<file path="config.mk">
export PLATFORM = sky130hd
export DESIGN_NAME = mult8x8_seq_flat
export DESIGN_NICKNAME = d
export VERILOG_FILES = /design/src/rtl/mult_pkg.sv /design/src/rtl/mult8x8_seq_if.sv /design/src/rtl/shift_add_dp.sv /design/src/rtl/mult8x8_seq.sv /design/src/flat_wrapper.sv
export SDC_FILE = /design/constraint.sdc
export NUM_CORES = 1
export LEC_CHECK = 0
export CAP_MARGIN = 20
export CORE_MARGIN = 1.5
export CORE_UTILIZATION = 45
export DETAILED_ROUTE_END_ITERATION = 10
export GPL_ROUTABILITY_DRIVEN = 0
export GPL_TIMING_DRIVEN = 0
export MAX_ROUTING_LAYER = met4
export PLACE_DENSITY_LB_ADDON = 0.15
export SLEW_MARGIN = 40
export SYNTH_ARGS = -nofsm -noshare
export SYNTH_HDL_FRONTEND = slang
export SYNTH_SLANG_ARGS = --single-unit
</file>
<file path="constraint.sdc">
create_clock -name clk -period 2.5 [get_ports clk]
set_input_delay 0.5 -clock clk [delete_from_list [all_inputs] [get_ports clk]]
set_output_delay 0.5 -clock clk [all_outputs]
set_load 0.05 [all_outputs]
</file>
<file path="src/rtl/mult_pkg.sv">
// mult_pkg: shared definitions for the sequential shift-add multiplier.
//   - state_e   : FSM states; each encoding equals the 7-segment stage code.
//   - STAGE_ERR : stage code shown ("E") when the state register is illegal.
//   - N_DEFAULT : default operand width.
//   - stage_of(): maps a state to its stage code, illegal encodings to STAGE_ERR.
package mult_pkg;

  localparam int unsigned N_DEFAULT = 8;
  localparam logic [2:0]  STAGE_ERR = 3'd7;

  typedef enum logic [2:0] {
    ST_IDLE  = 3'd0,
    ST_LOAD  = 3'd1,
    ST_MULT  = 3'd2,
    ST_ZERO  = 3'd3,
    ST_DONE  = 3'd4,
    ST_CLEAR = 3'd5
  } state_e;

  function automatic logic [2:0] stage_of(input state_e s);
    case (s)
      ST_IDLE, ST_LOAD, ST_MULT, ST_ZERO, ST_DONE, ST_CLEAR: return 3'(s);
      default:                                                return STAGE_ERR;
    endcase
  endfunction

endpackage

</file>
<file path="src/rtl/mult8x8_seq_if.sv">
// mult8x8_seq_if: start/done/ack handshake bundle of the sequential multiplier.
//   start   : request a multiply (master -> slave)
//   a, b    : N-bit unsigned operands (master -> slave)
//   ack     : result acknowledge (master -> slave)
//   product : 2N-bit registered result (slave -> master)
//   busy    : high in every state but IDLE (slave -> master)
//   done    : result valid (slave -> master)
//   stage   : 3-bit phase code for the 7-segment decoder (slave -> master)
interface mult8x8_seq_if #(
  parameter int unsigned N = 8
);

  logic           start;
  logic [N-1:0]   a;
  logic [N-1:0]   b;
  logic           ack;
  logic [2*N-1:0] product;
  logic           busy;
  logic           done;
  logic [2:0]     stage;

  modport master (
    output start, a, b, ack,
    input  product, busy, done, stage
  );

  modport slave (
    input  start, a, b, ack,
    output product, busy, done, stage
  );

endinterface

</file>
<file path="src/rtl/shift_add_dp.sv">
// shift_add_dp: operand/accumulator datapath of the shift-add multiplier.
//   clk, rst_n     : clock, asynchronous active-low reset
//   i_load         : capture i_a (zero-extended) / i_b, clear accumulator
//   i_step         : one shift-add iteration
//   i_clr          : clear every register
//   i_a, i_b       : operands
//   o_mcand_zero   : multiplicand register is zero
//   o_mplr_zero    : multiplier register is zero
//   o_acc          : accumulator including this cycle's partial product, so
//                    the last MULT cycle can hand the finished sum straight on
module shift_add_dp
  import mult_pkg::*;
#(
  parameter int unsigned N = N_DEFAULT
) (
  input  logic           clk,
  input  logic           rst_n,
  input  logic           i_load,
  input  logic           i_step,
  input  logic           i_clr,
  input  logic [N-1:0]   i_a,
  input  logic [N-1:0]   i_b,
  output logic           o_mcand_zero,
  output logic           o_mplr_zero,
  output logic [2*N-1:0] o_acc
);

  logic [2*N-1:0] r_mcand;
  logic [N-1:0]   r_mplr;
  logic [2*N-1:0] r_acc;
  logic [2*N-1:0] w_acc_sum;

  // 2N bits hold 255*255, so the sum never carries out.
  assign w_acc_sum    = r_mplr[0] ? (r_acc + r_mcand) : r_acc;
  assign o_acc        = w_acc_sum;
  assign o_mcand_zero = (r_mcand == '0);
  assign o_mplr_zero  = (r_mplr == '0);

  // NOTE: registers are written with <= so every flop samples pre-edge values;
  // blocking = here would let r_mcand shift before the add reads it.
  always_ff @(posedge clk or negedge rst_n) begin
    if (!rst_n) begin
      r_mcand <= '0;
      r_mplr  <= '0;
      r_acc   <= '0;
    end else if (i_clr) begin
      r_mcand <= '0;
      r_mplr  <= '0;
      r_acc   <= '0;
    end else if (i_load) begin
      r_mcand <= {{N{1'b0}}, i_a};
      r_mplr  <= i_b;
      r_acc   <= '0;
    end else if (i_step) begin
      r_acc   <= w_acc_sum;
      r_mcand <= r_mcand << 1;
      r_mplr  <= r_mplr >> 1;
    end
  end

endmodule

</file>
<file path="src/rtl/mult8x8_seq.sv">
// mult8x8_seq: sequential N x N unsigned shift-add multiplier with a
// start/done/ack handshake.
//   clk, rst_n : clock, asynchronous active-low reset
//   bus        : mult8x8_seq_if slave (start, a, b, ack in; product, busy,
//                done, stage out)
// busy/done/stage are flops decoded from the state register, so they trail the
// state by one cycle: done rises N+2 cycles after the edge that accepts start
// (3 cycles for a zero operand), while ack/start are still judged on the state.
module mult8x8_seq
  import mult_pkg::*;
#(
  parameter int unsigned N = N_DEFAULT
) (
  input  logic        clk,
  input  logic        rst_n,
  mult8x8_seq_if.slave bus
);

  localparam int unsigned   CW       = (N > 1) ? $clog2(N) : 1;
  localparam logic [CW-1:0] CNT_LAST = CW'(N - 1);

  state_e         r_state;
  state_e         w_next_state;
  logic [CW-1:0]  r_cnt;
  logic [CW-1:0]  w_cnt_next;
  logic [2*N-1:0] r_product;
  logic [2*N-1:0] w_product_next;
  logic           r_busy;
  logic           r_done;
  logic [2:0]     r_stage;

  logic           w_load;
  logic           w_step;
  logic           w_clr;
  logic           w_mcand_zero;
  logic           w_mplr_zero;
  logic [2*N-1:0] w_acc;

  shift_add_dp #(.N(N)) u_dp (
    .clk          (clk),
    .rst_n        (rst_n),
    .i_load       (w_load),
    .i_step       (w_step),
    .i_clr        (w_clr),
    .i_a          (bus.a),
    .i_b          (bus.b),
    .o_mcand_zero (w_mcand_zero),
    .o_mplr_zero  (w_mplr_zero),
    .o_acc        (w_acc)
  );

  always_ff @(posedge clk or negedge rst_n) begin
    if (!rst_n) r_state <= ST_IDLE;
    else        r_state <= w_next_state;
  end

  // NOTE: every signal gets a default before the case so no path leaves it
  // unassigned, which would otherwise infer a latch.
  always_comb begin
    w_next_state   = r_state;
    w_cnt_next     = r_cnt;
    w_product_next = r_product;
    w_load         = 1'b0;
    w_step         = 1'b0;
    w_clr          = 1'b0;
    case (r_state)
      ST_IDLE: begin
        if (bus.start) begin
          w_load       = 1'b1;
          w_cnt_next   = '0;
          w_next_state = ST_LOAD;
        end
      end
      ST_LOAD: begin
        w_next_state = (w_mcand_zero || w_mplr_zero) ? ST_ZERO : ST_MULT;
      end
      ST_MULT: begin
        w_step = 1'b1;
        if (r_cnt == CNT_LAST) begin
          // w_acc already includes this cycle's add.
          w_product_next = w_acc;
          w_cnt_next     = '0;
          w_next_state   = ST_DONE;
        end else begin
          w_cnt_next = r_cnt + 1'b1;
        end
      end
      ST_ZERO: begin
        w_product_next = '0;
        w_next_state   = ST_DONE;
      end
      ST_DONE: begin
        // A coincident start is dropped; only ack matters here.
        if (bus.ack) w_next_state = ST_CLEAR;
      end
      ST_CLEAR: begin
        w_product_next = '0;
        w_clr          = 1'b1;
        w_next_state   = ST_IDLE;
      end
      default: begin
        w_clr        = 1'b1;
        w_cnt_next   = '0;
        w_next_state = ST_IDLE;
      end
    endcase
  end

  always_ff @(posedge clk or negedge rst_n) begin
    if (!rst_n) begin
      r_cnt     <= '0;
      r_product <= '0;
      r_busy    <= 1'b0;
      r_done    <= 1'b0;
      r_stage   <= 3'd0;
    end else begin
      r_cnt     <= w_cnt_next;
      r_product <= w_product_next;
      r_busy    <= (r_state != ST_IDLE);
      r_done    <= (r_state == ST_DONE);
      r_stage   <= stage_of(r_state);
    end
  end

  assign bus.product = r_product;
  assign bus.busy    = r_busy;
  assign bus.done    = r_done;
  assign bus.stage   = r_stage;

endmodule

</file>
<file path="src/flat_wrapper.sv">
// flat-port wrapper written by rule: the top's interface ports become plain ports
module mult8x8_seq_flat import mult_pkg::*;
#(
  parameter int unsigned N = N_DEFAULT
)
  (clk, rst_n, bus_start, bus_a, bus_b, bus_ack, bus_product, bus_busy, bus_done, bus_stage);
  mult8x8_seq_if #(.N(N)) bus_i ();
  input  logic clk;
  input  logic rst_n;
  input wire logic [$bits(bus_i.start)-1:0] bus_start;
  input wire logic [$bits(bus_i.a)-1:0] bus_a;
  input wire logic [$bits(bus_i.b)-1:0] bus_b;
  input wire logic [$bits(bus_i.ack)-1:0] bus_ack;
  output wire logic [$bits(bus_i.product)-1:0] bus_product;
  output wire logic [$bits(bus_i.busy)-1:0] bus_busy;
  output wire logic [$bits(bus_i.done)-1:0] bus_done;
  output wire logic [$bits(bus_i.stage)-1:0] bus_stage;
  assign bus_i.start = bus_start;
  assign bus_i.a = bus_a;
  assign bus_i.b = bus_b;
  assign bus_i.ack = bus_ack;
  assign bus_product = bus_i.product;
  assign bus_busy = bus_i.busy;
  assign bus_done = bus_i.done;
  assign bus_stage = bus_i.stage;
  mult8x8_seq #(.N(N)) u_core (.clk(clk), .rst_n(rst_n), .bus(bus_i));
endmodule
</file>
After elaboration in Yosys (flattened, before gate mapping):

Cells that the tools add are included.

* output and inout port bits: 21
* memory bits (writable): 0
* word-level logic and storage cells: 59
* ROM bits: 0
* bits in registers: 67
* memories kept: 0
* bits in latches: 0

* muxes and demuxes: 24
* magnitude comparators: 0
* divide/modulo/power cells: 0
* bitwise operators: 1
* shift-type cells: 0
* eq/ne operators: 10
* reduce and logical (&&, ||, !) cells: 13
* $mul: 0
* add/subtract/negate cells: 2

Operator list (count)
* 16-bit 2-to-1 mux: 8
* 16-bit one-hot mux with 2 select lines: 1
* 8-bit 2-to-1 mux: 3
* 3-bit 2-to-1 mux: 6
* 16-bit adder: 1
* 16-bit logical NOT: 1
* 3-bit one-hot mux with 5 select lines: 1
* 3-bit equality test (second input constant): 3
* 3-bit one-hot mux with 3 select lines: 1
* 8-bit logical NOT: 1
* 3-bit by 2-bit equality test with 1-bit output (second input constant): 2
* 6-bit OR reduction: 1
* 5-bit OR reduction: 1
* 1-bit 2-to-1 mux: 4
* 2-bit inequality test (second input constant): 2
* 2-bit AND reduction: 2
* 4-bit OR reduction: 1
* 3-bit by 1-bit adder with 3-bit output (second input constant): 1
* 3-bit by 1-bit equality test with 1-bit output (second input constant): 1
* 3-bit logical NOT: 1
* 3-bit by 1-bit inequality test with 1-bit output (second input constant): 1
* 3-bit AND reduction: 1
* 3-bit nonzero test: 1
* 2-bit by 1-bit inequality test with 1-bit output (second input constant): 1
* 4 further kinds: 4

Logic depth before layout (Yosys ltp):

Gate-level depths: netlist of the first run.

* depth in word-level cells: 5
* gate-level depth with buffers: 9
* depth with buffers taken out: 9

Modules after synthesis:

From an unflattened synthesis of the first run, not the netlist that was laid out.

* cells, all modules: 428
* area total of the unflattened synthesis: 4036.4 um2

Modules (own cells, without submodules)
* shift_add_dp: times used 1, cells each 331, area an instance 2914.0 um2
* mult8x8_seq: times used 1, cells each 97, area an instance 1122.3 um2

Worst setup path after synthesis of the first run:

OpenSTA, ideal clock, no wires.

* path kind: register to register
* start point: reg u_core.u_dp.r_mcand[6]
* end point: reg u_core.u_dp.r_acc[15]
* cell stages (with the launch flop): 7
* slack: 0.244 ns
* required time: 2.431 ns
* arrival time: 2.187 ns
* path buffers: 0
* period minus slack after synthesis: 2.256 ns
* path through: dfrtp_1 ha_1 a2111oi_2 a211oi_2 or3_1 a311o_1 nand3_1

* word-level cells in the longest chain between the ends: 5

Ends and longest elaborated chain
* start: declaration: RTL line shift_add_dp.sv:28 `logic [2*N-1:0] r_mcand;`
* start signal: assignment: RTL line shift_add_dp.sv:51 `r_mcand <= {{N{1'b0}}, i_a};`
* start signal: assignment: RTL line shift_add_dp.sv:56 `r_mcand <= r_mcand << 1;`
* 16-bit adder: RTL line shift_add_dp.sv:34 `assign w_acc_sum = r_mplr[0] ? (r_acc + r_mcand) : r_acc;`
* 16-bit 2-to-1 mux: RTL line shift_add_dp.sv:34
* 16-bit 2-to-1 mux: RTL line shift_add_dp.sv:54 `end else if (i_step) begin`
* 16-bit 2-to-1 mux: RTL line shift_add_dp.sv:50 `end else if (i_load) begin`
* 16-bit 2-to-1 mux: RTL line shift_add_dp.sv:46 `end else if (i_clr) begin`
* end signal: assignment: RTL line shift_add_dp.sv:55 `r_acc <= w_acc_sum;`
* end: declaration: RTL line shift_add_dp.sv:30 `logic [2*N-1:0] r_acc;`

No other way between the ends. The select of a mux whose other input is x is not followed.
A chain may end at the register's enable or synchronous reset.

Worst setup path after layout of the first run:

* start point: reg u_core.u_dp.r_mcand[4]
* end point: reg u_core.u_dp.r_acc[15]

The elaborated chain is that of the path after synthesis.

==> Flow_metrics.wiki, run 1 <==
{| class="wikitable"
! Metric !! Value
|-
| Result of the run || completed
|-
| Critical path data required time || 2.78 ns
|-
| Number of maximum-capacitance constraint violations || 0
|-
| Arrival time at the worst endpoint || 2.68 ns
|-
| Fraction of registers with async set or reset after synthesis || 1.00
|-
| Sum of internal, switching and leakage power || 4.52 mW
|-
| Fraction of power spent switching nets || 0.445
|-
| Final setup vio count || 0
|-
| Via count of the first global-routing pass || 3125
|-
| Peak supply drop || 531 uV
|-
| Layout Cell Area excl Fill || 0.00447 sq mm
|-
| Slew Limit Headroom || 0.566
|-
| Average wire length per cell after detail routing || 16.6 um
|-
| Highest-count cells in the layout ignoring fill and taps || sky130_fd_sc_hd__nand2_1 (67), sky130_fd_sc_hd__dfrtp_1 (67), sky130_fd_sc_hd__clkdlybuf4s50_1 (39), sky130_fd_sc_hd__o21ai_1 (34), sky130_fd_sc_hd__a21oi_1 (23)
|-
| Flop and latch count out of synthesis || 67
|-
| Cell-internal power || 2.51 mW
|-
| Start of the worst register-to-register path || u_core.u_dp.r_mcand[4]
|-
| IO Port Bufs || 40
|-
| XOR/XNOR share of the synthesized area || 0.0262
|-
| Chip width || 93.4 um
|-
| Post-CTS clock slew at the launch and capture registers of the worst setup and hold paths || 0.07 ns
|-
| Post-placement cell count || 538
|-
| Pin count of the biggest net entering global routing || 51
|-
| Detailed placement HPWL || 6630 um
|-
| Initial antenna violation count || 0
|-
| Count of nets left with antenna violations after detail routing || 0
|-
| Total number of clock tree sinks || 67
|-
| Fraction of the yosys area taken by sequential cells || 0.456
|-
| Total Nets Final || 487
|-
| DRC violation total after the first TritonRoute iteration || 243
|-
| Depth of the worst register-to-register path || 7
|-
| Fraction of power consumed by the clock network || 0.178
|-
| Setup Crit Path Kind || reg -> reg
|-
| CTS tree || built
|-
| Yosys warning total || 0
|-
| Multiplexer share of the synthesized area || 0.0436
|-
| Root Buffer || sky130_fd_sc_hd__clkbuf_8
|-
| Proportion of power drawn by combinational gates || 0.475
|-
| Core footprint || 0.00781 sq mm
|-
| Fraction of the mapped netlist area in simple logic gates || 0.166
|-
| Number of vias per cell after detailed routing || 5.71
|-
| Min Tclk post-route || 2.40 ns
|-
| Clock latency reported for the late side of the worst-skew pair || 0.34 ns
|-
| Non-filler cells, final || 556
|-
| Fin Clk Skew || 0.00964 ns
|-
| Total nets after synthesis || 433
|-
| Synth cell types || 54
|-
| Kind of path behind the tightest hold check || reg -> reg
|-
| Fraction of layout cells with a size suffix above 1 || 0.0815
|-
| Critical path, cell by cell || ha_1, or3_1, a21oi_2, a211oi_4, or3_1, a311o_1, nand3_1
|-
| Crit-path max cell delay || 0.43 ns
|-
| Relative contribution of sequential cells to total power || 0.346
|-
| Crit share post-route || 0.959
|-
| Total gr overflow || 0
|-
| Source of the worst hold timing path || u_core.bus.product[1]
|-
| Number of post-CTS setup repair buffers || 0
|-
| Post-synthesis area per instance || 9.31 sq um
|-
| First-pass GRT wire length || 15400 um
|-
| Worst Hold Margin || 0.487 ns
|-
| Worst Slack Setup Final || 0.104 ns
|-
| Slew at the pin closest to its max-slew limit || 0.651 ns
|-
| Post-placement cell area || 0.00423 sq mm
|-
| Primary flip-flop cell chosen by synthesis mapping || sky130_fd_sc_hd__dfrtp_1
|-
| Number of remaining DRC errors || 0
|-
| Endpoints failing hold || 0
|-
| Antenna diode instance count || 0
|-
| Combinational family with the most area after synthesis || compound AO/OA/AOI/OAI gates
|-
| Count of pins on the block boundary || 41
|-
| Number of optimization iterations in the first detailed-route pass || 4
|-
| Element type at the critical path end || flop
|-
| Number of enable flip-flop cells after synthesis || 0
|-
| Synth Area in Compound Gates || 0.207
|-
| Die height || 93.4 um
|-
| Category of the worst setup path launch point || flop
|-
| Reg-to-reg critical path endpoint || u_core.u_dp.r_acc[15]
|-
| Static power due to leakage || 1.91 nW
|-
| GRT Total Usage || 0.237
|-
| H-tree depth || 3
|-
| Adder-cell share of the synthesized area || 0.0633
|-
| Slowest cell on the critical path || sky130_fd_sc_hd__dfrtp_1
|-
| Routed wire length || 9250 um
|-
| Switching component of the power || 2.01 mW
|-
| Main area contributors after synthesis || sky130_fd_sc_hd__dfrtp_1 (46%), sky130_fd_sc_hd__nand2_1 (6.8%), sky130_fd_sc_hd__ha_1 (5.8%)
|-
| Worst Setup Slack post-DPL || -0.209 ns
|-
| Max Buffers Root-to-Sink || 2
|-
| Crit path buffers/inverters || 0
|-
| Cts bufs inserted || 9
|-
| Netlist Area Pre-Place || 0.00368 sq mm
|-
| Detailed-route via count || 3173
|-
| Initial core utilization || 0.471
|-
| Max-slew violation total from the final report || 0
|-
| Power density over the cells || 1010 mW/mm^2
|-
| Peak fanout along the critical path || 5
|-
| Internal reg-to-reg setup slack || 0.10 ns
|-
| Most used cell, CP || sky130_fd_sc_hd__or3_1
|-
| Max Fclk || 0.417 GHz
|-
| Area added between synthesis and finish || 21.5%
|-
| Total Die Area || 0.00872 sq mm
|-
| Cells after Synth || 395
|-
| CP delay by family, top || simple AND/OR/NAND/NOR gates
|-
| Endpoint, Worst Hold || u_core.bus.product[1]
|-
| Instance count along the most critical hold path || 2
|-
| Synth area leader || sky130_fd_sc_hd__dfrtp_1
|-
| Share of Yosys cell area claimed by the top area cell type || 0.456
|-
| Floorplan row count || 32
|}
synth_stat cells (2+ instances only):
cell type / n
sky130_fd_sc_hd__a211oi_1: 4
sky130_fd_sc_hd__a211oi_2: 2
sky130_fd_sc_hd__a21o_1: 4
sky130_fd_sc_hd__a21oi_1: 23
sky130_fd_sc_hd__a21oi_2: 2
sky130_fd_sc_hd__a22o_1: 7
sky130_fd_sc_hd__a32oi_1: 8
sky130_fd_sc_hd__and2_1: 3
sky130_fd_sc_hd__buf_2: 8
sky130_fd_sc_hd__clkbuf_1: 15
sky130_fd_sc_hd__dfrtp_1: 67
sky130_fd_sc_hd__ha_1: 17
sky130_fd_sc_hd__inv_1: 9
sky130_fd_sc_hd__mux2i_1: 16
sky130_fd_sc_hd__nand2_1: 67
sky130_fd_sc_hd__nand2b_1: 5
sky130_fd_sc_hd__nand3_1: 7
sky130_fd_sc_hd__nand4_1: 6
sky130_fd_sc_hd__nor2_1: 16
sky130_fd_sc_hd__nor2b_1: 3
sky130_fd_sc_hd__nor3_1: 4
sky130_fd_sc_hd__nor4_1: 8
sky130_fd_sc_hd__o21ai_0: 16
sky130_fd_sc_hd__o21ai_1: 33
sky130_fd_sc_hd__o21bai_1: 2
sky130_fd_sc_hd__o2bb2ai_1: 2
sky130_fd_sc_hd__or3_1: 4
sky130_fd_sc_hd__or4_1: 2
sky130_fd_sc_hd__xnor2_1: 6
sky130_fd_sc_hd__xor2_1: 5
worst reg2reg max path: stages (launching register included):
cell,delay (ns)
sky130_fd_sc_hd__dfrtp_1,0.43
sky130_fd_sc_hd__ha_1,0.36
sky130_fd_sc_hd__or3_1,0.37
sky130_fd_sc_hd__a21oi_2,0.27
sky130_fd_sc_hd__a211oi_4,0.08
sky130_fd_sc_hd__or3_1,0.39
sky130_fd_sc_hd__a311o_1,0.36
sky130_fd_sc_hd__nand3_1,0.08
how the worst max path moves through the flow:
stage,from,end,slack [ns],cells after the start
floorplan,u_core.u_dp.r_mcand[6],u_core.u_dp.r_acc[15],0.24,6
global placement,rst_n,u_core.bus.product[1],-1.38,1
finish,u_core.u_dp.r_mcand[4],u_core.u_dp.r_acc[15],0.10,7
detailed placement,bus_start,u_core.u_dp.r_acc[5],-0.21,8
CTS,u_core.u_dp.r_mcand[10],u_core.u_dp.r_acc[15],0.06,7
global route,u_core.u_dp.r_mcand[4],u_core.u_dp.r_acc[15],-0.008,7
sequential cells by signal (all words and copies together) (netlist names):
register / cells
u_core.bus.product: 16
u_core.u_dp.r_acc: 16
u_core.u_dp.r_mcand: 16
u_core.u_dp.r_mplr: 8
u_core.bus.stage: 3
u_core.r_cnt: 3
u_core.r_state: 3
u_core.bus.busy: 1
u_core.bus.done: 1
through the flow:
| step | TNS (ns) | utilization |
|---|---|---|
| after detailed placement | -1.54 | 0.542 |
| after global routing | -0.00793 | 0.572 |
| after global placement | -93.03 | 0.539 |
| final | 0 | 0.572 |
| after floorplan | 0 | - |
| after CTS | 0 | 0.568 |
cells by family (layout without fill, tap and decap cells):
| logic type | after synthesis | after routing |
|---|---|---|
| multiplexers | 16 | 16 |
| AO/OA/AOI/OAI | 117 | 117 |
| flip-flops | 67 | 67 |
| adder cells (fa/ha/maj) | 18 | 18 |
| XOR/XNOR | 11 | 11 |
| AND/OR/NAND/NOR | 131 | 131 |
| buffers and inverters | 35 | 94 |
layout make-up:
class	instances	area [sq um]
multi-input cells	293	1900
plain buffers	24	100
repair buffers	43	444
clock buffers	14	163
clock inverters	2	10.0
well taps	102	128
inverters	11	41.3
fillers	729	3340
flip-flops and latches	67	1680
repair_timing:
action                                  in CTS  in global routing
hold buffers                                 1                  0
endpoints found under the setup margin       3                  5
pin swaps                                    0                  3
resized for setup                            2                  6
endpoints found under the hold margin       17                  0
routing by layer:
metal / global-route usage / up-vias / wire length, um
li1: - / 1533 / -
met1: 0.305 / 1517 / 4140
met2: 0.361 / 100 / 4310
met3: 0.0431 / 23 / 583
met4: 0.111 / 0 / 220
met5: - / - / 0
power groups by stage:
stage	logic, mW	registers, mW	clock network [mW]
2_1_floorplan	1.42	1.62	0
3_3_place_gp	2.05	1.57	0
3_5_place_dp	2.10	1.58	0
4_1_cts	2.12	1.56	0.832
5_1_grt	2.39	1.60	0.875
6_report	2.15	1.56	0.806
(Power assumes the default switching activity.)
==> inputs of run 2 (changes only) <==
- clock period: 2.5 -> 2.95 ns (I/O delays scaled with it)
==> Flow_metrics.wiki, run 2 (synthesis results as in run 1) <==
{| class="wikitable"
! Metric !! Value
|-
| Area added between synthesis and finish || 20.0%
|-
| Result of the run || completed
|-
| Max-slew violation total from the final report || 0 (unchanged)
|-
| Average wire length per cell after detail routing || 16.5 um (-1.1%)
|-
| Antenna diode instance count || 0 (unchanged)
|-
| Slew at the pin closest to its max-slew limit || 0.712 ns (+0.0617 ns)
|-
| Kind of path behind the tightest hold check || in -> async
|-
| Peak fanout along the critical path || 5 (unchanged)
|-
| Chip width || 93.4 um (unchanged)
|-
| Min Tclk post-route || 2.58 ns (+0.185 ns)
|-
| Category of the worst setup path launch point || flop
|-
| Detailed-route via count || 3150 (-0.72%)
|-
| First-pass GRT wire length || 15400 um (-0.18%)
|-
| Via count of the first global-routing pass || 3112 (-0.42%)
|-
| Arrival time at the worst endpoint || 2.86 ns (+0.18 ns)
|-
| Initial core utilization || 0.471 (unchanged)
|-
| Final setup vio count || 0 (unchanged)
|-
| Number of vias per cell after detailed routing || 5.68 (-0.55%)
|-
| Routed wire length || 9140 um (-1.3%)
|-
| IO Port Bufs || 40 (unchanged)
|-
| Crit share post-route || 0.875 (-0.0836)
|-
| Detailed placement HPWL || 6630 um (unchanged)
|-
| Hold-fix buffer count after cts || 0 (-1)
|-
| Number of remaining DRC errors || 0 (unchanged)
|-
| Root Buffer || sky130_fd_sc_hd__clkbuf_8
|-
| Count of nets left with antenna violations after detail routing || 0 (unchanged)
|-
| Depth of the worst register-to-register path || 6 (-1)
|-
| Setup Crit Path Kind || reg -> reg
|-
| Critical path data required time || 3.23 ns (+0.45 ns)
|-
| Element type at the critical path end || flop
|-
| Cts bufs inserted || 9 (unchanged)
|-
| Number of maximum-capacitance constraint violations || 0 (unchanged)
|-
| Internal reg-to-reg setup slack || 0.37 ns (+0.27 ns)
|-
| Worst Hold Margin || 0.0742 ns (-0.413 ns)
|-
| Worst Slack Setup Final || 0.369 ns (+0.265 ns)
|-
| Final core utilization || 0.565 (-0.00705)
|-
| Post-CTS clock slew at the launch and capture registers of the worst setup and hold paths || 0.07 ns (about the same)
|-
| Highest-count cells in the layout ignoring fill and taps || sky130_fd_sc_hd__nand2_1 (67), sky130_fd_sc_hd__dfrtp_1 (67), sky130_fd_sc_hd__clkdlybuf4s50_1 (39), sky130_fd_sc_hd__o21ai_1 (33), sky130_fd_sc_hd__a21oi_1 (23)
|-
| GRT Total Usage || 0.237 (about the same)
|-
| Count of pins on the block boundary || 41 (unchanged)
|-
| Fraction of layout cells with a size suffix above 1 || 0.0728 (-0.00865)
|-
| Layout Cell Area excl Fill || 0.00441 sq mm (-1.2%)
|-
| Static power due to leakage || 1.91 nW (-0.45%)
|-
| Worst Setup Slack post-DPL || 0.151 ns (+0.360 ns)
|-
| Slew Limit Headroom || 0.522 (-0.0437)
|-
| Unrepaired setup endpoints after global routing || false
|-
| Post-placement cell area || 0.00423 sq mm (unchanged)
|-
| Core footprint || 0.00781 sq mm (unchanged)
|-
| Total gr overflow || 0 (unchanged)
|-
| Floorplan row count || 32 (unchanged)
|-
| Number of post-CTS setup repair buffers || 0 (unchanged)
|-
| Total number of clock tree sinks || 67 (unchanged)
|-
| Max Buffers Root-to-Sink || 2 (unchanged)
|-
| Max Fclk || 0.387 GHz (-7.2%)
|-
| Clock latency reported for the late side of the worst-skew pair || 0.34 ns (about the same)
|-
| Die height || 93.4 um (unchanged)
|-
| Initial antenna violation count || 0 (unchanged)
|-
| Pin count of the biggest net entering global routing || 51 (unchanged)
|-
| Non-filler cells, final || 555 (-0.18%)
|-
| CTS tree || built
|-
| Total of fill cells in the finished design || 726 (-0.41%)
|-
| Sum of internal, switching and leakage power || 3.78 mW (-16%)
|-
| Number of optimization iterations in the first detailed-route pass || 6 (+2)
|-
| DRC violation total after the first TritonRoute iteration || 229 (-5.8%)
|-
| H-tree depth || 3 (unchanged)
|-
| Post-placement cell count || 538 (unchanged)
|-
| Peak supply drop || 447 uV (-16%)
|-
| Setup Total Neg Slack || 0 ns (unchanged)
|-
| Total Nets Final || 486 (-0.21%)
|-
| Total Die Area || 0.00872 sq mm (unchanged)
|-
| Power density over the cells || 858 mW/mm^2 (-15%)
|-
| Fin Clk Skew || 0.00872 ns (-0.000923 ns)
|-
| Endpoints failing hold || 0 (unchanged)
|-
| Count of instances resized after the clock tree is built || 0 (-2)
|}
==> run 2: power by group <==
group | internal (mW) | switching (mW) | leakage, nW
Sequential | 1.14 | 0.185 | 0.904
Combinational | 0.623 | 1.16 | 0.910
Clock | 0.350 | 0.332 | 0.0905
Total | 2.11 | 1.67 | 1.91
==> run 2: area by class of cell <==
class,instances,area [sq um],area share
multi-input combinational,293,1860,0.421
sequential,67,1680,0.380
timing repair buffer,42,434,0.0984
clock buffer,14,163,0.0369
tap,102,128,0.0289
buffer,24,100,0.0227
inverter,11,41.3,0.00936
clock inverter,2,10.0,0.00227
==> run 2: worst max-delay path: stages, from the launching register on <==
cell and delay, ns:
sky130_fd_sc_hd__dfrtp_1 0.45, sky130_fd_sc_hd__ha_1 0.38, sky130_fd_sc_hd__a2111oi_2 0.62, sky130_fd_sc_hd__a211oi_2 0.23
sky130_fd_sc_hd__or3_1 0.41, sky130_fd_sc_hd__a311o_1 0.36, sky130_fd_sc_hd__nand3_1 0.08
==> run 2: worst paths after layout <==
path,to,from
max,u_core.u_dp.r_acc[15],u_core.u_dp.r_mcand[6]
min,u_core.u_dp.r_mcand[11],rst_n
max reg2reg,u_core.u_dp.r_acc[15],u_core.u_dp.r_mcand[6]
min reg2reg,u_core.bus.product[1],u_core.bus.product[1]
max in group asynchronous,u_core.bus.product[7],rst_n
min in group clk,u_core.bus.product[1],u_core.bus.product[1]
==> run 2: layer usage <==
layer	track usage	share of wire	wire, um	vias up
li1	-	-	-	1539
met1	0.305	0.46	4170	1512
met2	0.361	0.47	4330	77
met3	0.0431	0.049	447	22
met4	0.111	0.021	195	0
met5	-	0	0	-
